**src/rtl/pipelined_subtractor.sv**
```systemverilog
// pipelined_subtractor
// Two-stage pipelined WIDTH-bit subtractor: Diff = A - B - Bin, with borrow-out,
// signed-overflow and zero flags. The borrow chain is split at SPLIT: the low
// SPLIT bits are resolved in stage 1, the high WIDTH-SPLIT bits in stage 2.
// Valid/ready handshake on both sides with full backpressure.
//
// Ports:
//   clk        in   1      clock, rising edge
//   rst        in   1      asynchronous active-high reset
//   in_valid   in   1      A/B/Bin valid this cycle
//   in_ready   out  1      block accepts operands this cycle
//   A          in   WIDTH  minuend
//   B          in   WIDTH  subtrahend
//   Bin        in   1      borrow-in
//   out_valid  out  1      Diff/flags valid
//   out_ready  in   1      consumer accepts result
//   Diff       out  WIDTH  (A - B - Bin) mod 2^WIDTH
//   Bout       out  1      unsigned A < B + Bin
//   Ovf        out  1      signed overflow of A - B - Bin
//   Zero       out  1      Diff == 0
module pipelined_subtractor #(
    parameter int unsigned WIDTH = 32,
    parameter int unsigned SPLIT = 16
) (
    input  logic             clk,
    input  logic             rst,
    input  logic             in_valid,
    output logic             in_ready,
    input  logic [WIDTH-1:0] A,
    input  logic [WIDTH-1:0] B,
    input  logic             Bin,
    output logic             out_valid,
    input  logic             out_ready,
    output logic [WIDTH-1:0] Diff,
    output logic             Bout,
    output logic             Ovf,
    output logic             Zero
);

    localparam int unsigned HW = WIDTH - SPLIT;

    // Stage 1 state
    logic             r_s1_valid;
    logic [SPLIT-1:0] r_lo;
    logic             r_c1;
    logic [HW-1:0]    r_a_hi;
    logic [HW-1:0]    r_b_hi;
    logic             r_a_msb;
    logic             r_b_msb;

    // Stage 2 state
    logic             r_s2_valid;
    logic [WIDTH-1:0] r_diff;
    logic             r_bout;
    logic             r_ovf;
    logic             r_zero;

    logic             w_s1_load;
    logic             w_s2_load;
    logic             w_in_ready;
    logic [SPLIT:0]   w_lo_sum;
    logic [HW:0]      w_hi_sum;
    logic [WIDTH-1:0] w_diff;

    // Subtraction as A + ~B + !Bin; the carry out of each part is the inverted borrow.
    always_comb begin
        w_lo_sum = {1'b0, A[SPLIT-1:0]} + {1'b0, ~B[SPLIT-1:0]} + {{SPLIT{1'b0}}, ~Bin};
        w_hi_sum = {1'b0, r_a_hi} + {1'b0, ~r_b_hi} + {{HW{1'b0}}, r_c1};
        w_diff   = {w_hi_sum[HW-1:0], r_lo};
    end

    // s2 can take s1's result when empty or when its own result leaves this cycle.
    assign w_s2_load  = r_s1_valid && (!r_s2_valid || out_ready);
    assign w_in_ready = !r_s1_valid || w_s2_load;
    assign w_s1_load  = in_valid && w_in_ready;

    always_ff @(posedge clk or posedge rst) begin
        if (rst) begin
            r_s1_valid <= 1'b0;
        end else if (w_s1_load) begin
            r_s1_valid <= 1'b1;
        end else if (w_s2_load) begin
            r_s1_valid <= 1'b0;
        end
    end

    // Stage 1 data is cleared on reset so no X ever reaches the flags.
    always_ff @(posedge clk or posedge rst) begin
        if (rst) begin
            r_lo    <= '0;
            r_c1    <= 1'b0;
            r_a_hi  <= '0;
            r_b_hi  <= '0;
            r_a_msb <= 1'b0;
            r_b_msb <= 1'b0;
        end else if (w_s1_load) begin
            r_lo    <= w_lo_sum[SPLIT-1:0];
            r_c1    <= w_lo_sum[SPLIT];
            r_a_hi  <= A[WIDTH-1:SPLIT];
            r_b_hi  <= B[WIDTH-1:SPLIT];
            r_a_msb <= A[WIDTH-1];
            r_b_msb <= B[WIDTH-1];
        end
    end

    always_ff @(posedge clk or posedge rst) begin
        if (rst) begin
            r_s2_valid <= 1'b0;
        end else if (w_s2_load) begin
            r_s2_valid <= 1'b1;
        end else if (out_ready) begin
            r_s2_valid <= 1'b0;
        end
    end

    always_ff @(posedge clk or posedge rst) begin
        if (rst) begin
            r_diff <= '0;
            r_bout <= 1'b0;
            r_ovf  <= 1'b0;
            r_zero <= 1'b0;
        end else if (w_s2_load) begin
            r_diff <= w_diff;
            r_bout <= ~w_hi_sum[HW];
            r_ovf  <= (r_a_msb != r_b_msb) && (w_diff[WIDTH-1] != r_a_msb);
            r_zero <= ~|w_diff;
        end
    end

    assign in_ready  = w_in_ready;
    assign out_valid = r_s2_valid;
    assign Diff      = r_diff;
    assign Bout      = r_bout;
    assign Ovf       = r_ovf;
    assign Zero      = r_zero;

endmodule

```
**config.mk**
```make
export PLATFORM = sky130hd
export DESIGN_NAME = pipelined_subtractor
export DESIGN_NICKNAME = d
export VERILOG_FILES = /design/src/rtl/pipelined_subtractor.sv
export SDC_FILE = /design/constraint.sdc
export NUM_CORES = 1
export LEC_CHECK = 0
export ABC_CLOCK_PERIOD_IN_PS = 3700
export BUFFER_PORTS_ARGS = -buffer_cell sky130_fd_sc_hd__buf_2
export CAP_MARGIN = 20
export CORE_MARGIN = 5
export CORE_UTILIZATION = 55
export CTS_CLUSTER_DIAMETER = 80
export CTS_CLUSTER_SIZE = 25
export DETAILED_ROUTE_END_ITERATION = 16
export PLACE_DENSITY = 0.81
export SYNTH_ARGS = -nofsm -noshare
export SYNTH_HDL_FRONTEND = slang
export SYNTH_SLANG_ARGS = --single-unit
```
**constraint.sdc**
```tcl
create_clock -name clk -period 3.7 [get_ports clk]
set_input_delay 0.185 -clock clk [delete_from_list [all_inputs] [get_ports clk]]
set_output_delay 0.185 -clock clk [all_outputs]
set_load 0.005 [all_outputs]
```
==> impl_results.md <==
- Initial antenna violation count: 0
- Largest cells by area after synthesis: dfrtp_1 (45%), mux2_2 (12%), ha_1 (7.8%)
- Power Dens Cells: 556 nW/um^2
- Setup violators final: 0
- Slowest stage delay, CP: 0.46 ns
- Vias in the first global route: 3730
- Fin. Hold Viols: 0
- Most frequent cells in the layout: buf_2 (105), dfrtp_1 (86), mux2_2 (53), inv_1 (44), nand2_1 (42)
- Clock sink total: 86
- Mux contribution to synthesized area: 0.129
- Post-Synthesis Net Count: 556
- Final #Nets: 665
- Worst min-delay path class: in -> reg
- CTS tree: done
- Setup CP Type: reg -> reg
- Diodes inserted: 0
- Num CTS Buffers: 9
- RSZ-0062 raised after global routing: no
- Global-route wire length before repair: 17600 um
- Avg Vias per Cell: 5.46
- FFs w/ async S/R, synth: 1.00
- Row count: 34
- Setup TNS: 0 ns
- Worst Path Required: 3.98 ns
- Critical path capture point type: flop
- Synth Register Bits: 86
- GRT overflow: 0
- Crit path max fanout: 3
- Worst Setup Start Kind: flop
- Max-slew headroom: 0.416
- Wire per inst: 15.6 um
- Leading register cell type out of synthesis: dfrtp_1
- Area share of fa/ha/maj cells after synthesis: 0.0943
- Final period util: 0.783
- Largest net degree at the start of global routing: 61
- CTS root buffer: clkbuf_8
- H-tree depth: 3
- Max Fclk: 0.345 GHz
- Die span in y: 104 um
- Number of flops mapped to enable cells by yosys: 0
- WP data arrival: 3.18 ns
- Detail Route Antenna Nets: 0
- Input/output buffers: 105
- Initial core utilization: 0.559
- Syn avg cell area: 10.7 sq um
- Fin. max-slew vios: 0
- Clock latency on the worst-skew pair: 0.35 ns
- Overall global routing resource usage: 0.196
- Critical-path cell list: inv_1, fa_1, inv_1, fa_1, a211oi_2, o21a_2, o31ai_4, xnor2_1, nor3b_2, o2111ai_1, nor4bb_1, a32o_2
- Num ports: 106
- Most common cell after layout, fill and taps aside: buf_2
- Min cycle time layout: 2.90 ns
- Part of the Yosys area used for sequential elements: 0.446
- CP max-delay cell: fa_1
- Post-Synth Simple-Gate Area: 0.109
- Chip Width: 104 um
- Pre-Repair DR Iteration Count: 6
- Mapped Area: 4830 sq um
- Die area: 10800 sq um
- DRT iter0 DRCs: 152
- Clk slew on worst S/H paths: 0.08 ns
- Post-CTS setup buffers: 0
- Synth warn: 0
- Max Buffers Root-to-Sink: 2
- Worst Tran Pin Value: 0.874 ns
- Status: finished, final reports clean
- DRC errors left: 0
- Mapped Cells: 453
- HPWL after DPL: 8150 um
- DRT Wirelength: 10500 um
- Synth Area in XOR/XNOR: 0.0433
- Worst hold slack: 0.0518 ns
- Core Box Area: 8640 sq um
- Compound-gate portion of the synthesized area: 0.135
- Share of cells above drive strength 1: 0.347
- Number of max-cap violations: 0
- VDD IR-drop max: 0.326 mV
- Top cell type by total area after synthesis: dfrtp_1
- Setup Skew: 0.00882 ns
- Via count: 3676
- Synth top area share: 0.446
- RePlAce Congestion: 0.921
- Pleak: 2.81 nW
- Layout area overhead: 18.0%
- Largest family of logic cells by synthesized area: compound AO/OA/AOI/OAI gates
- Post-synth cell types: 63
-- per-stage QoR --
step | setup slack, ns | utilization | area, sq um | power (mW) | cells
final | 0.802 | 0.660 | 5700 | 3.17 | 673
after global routing | 0.664 | 0.660 | 5700 | 3.38 | 673
after CTS | 0.810 | 0.655 | 5660 | 3.18 | 671
after detailed placement | 0.911 | 0.633 | 5470 | 2.52 | 657
after global placement | 0.966 | 0.633 | 5470 | 2.47 | 657
after floorplan | 1.13 | - | 4830 | 2.12 | 453
-- timing repair --
item / 4_1_cts / 5_1_grt
endpoints found under the hold margin: 0 / 9
resized for setup: 0 / 0
hold buffers: 0 / 1
-- cell type report --
type / count / area (sq um)
timing repair buffer: 110 / 586
fill: 679 / 2940
clock inverter: 1 / 30.0
tap: 108 / 135
sequential: 86 / 2150
inverter: 45 / 170
multi-input combinational: 310 / 2460
clock buffer: 13 / 159
-- power by group --
| part | switching [mW] | leakage (nW) | internal (mW) |
|---|---|---|---|
| Clock | 0.314 | 0.0956 | 0.343 |
| Combinational | 0.592 | 1.68 | 0.577 |
| Sequential | 0.154 | 1.03 | 1.19 |
-- per-layer routing --
metal	wire length [um]	global-route usage	up-vias
li1	-	-	1798
met2	5030	0.318	103
met5	0	0	-
met1	4780	0.264	1764
met3	563	0.0423	11
met4	160	0.0592	0
-- Yosys cell counts, types with 2 or more instances --
master	instances
a31oi_1	2
clkbuf_1	11
nand3_1	4
a2bb2oi_1	2
a21o_1	6
o21bai_1	2
nand3b_1	3
o221ai_1	2
xnor2_1	10
nor2_1	16
nor4_1	3
dfrtp_1	86
o21a_1	3
o31ai_1	4
or3_1	2
a21boi_1	2
fa_1	4
nor3_1	14
o21ai_1	4
and2_1	2
a21oi_1	13
ha_1	30
mux2_2	53
xor2_1	12
inv_1	45
o2111ai_1	2
o21ai_0	32
a21oi_2	3
nand2b_1	5
nand2_1	43
-- worst paths after layout --
path	start	to	slack, ns	cells after the start
setup / recovery	r_c1	Zero	0.80	12
hold / removal	in_valid	r_s1_valid	0.05	2
setup reg to reg	r_c1	Zero	0.80	12
hold reg to reg	Diff[25]	Diff[25]	0.49	2
max in group asynchronous	rst	r_a_hi[5]	2.52	5
min in group asynchronous	rst	r_a_hi[12]	0.28	3
-- logic make-up (layout without fill, tap and decap cells) --
kind of cell,after synthesis,count (layout)
flip-flops,86,86
AO/OA/AOI/OAI,93,93
adder cells (fa/ha/maj),34,34
AND/OR/NAND/NOR,105,105
XOR/XNOR,23,23
buffers and inverters,57,169
multiplexers,55,55
-- registers in the layout (all words and copies together) (netlist names) --
name,count
r_s1_valid,1
Diff,32
Bout,1
r_a_hi,16
Zero,1
r_b_hi,16
Ovf,1
out_valid,1
r_lo,16
r_c1,1
-- worst max-delay path, delay by kind of cell (launching register included) --
kind | cells | cell delay (ns)
and+or+nand+nor | 2 | 0.53
xor gates and xnor gates | 1 | 0.20
AOI/OAI and AO/OA | 5 | 0.94
DFF | 1 | 0.32
adders and majority gates | 2 | 0.70
buffers and inverters | 2 | 0.16
No activity file was read; power rests on OpenSTA's default activity.
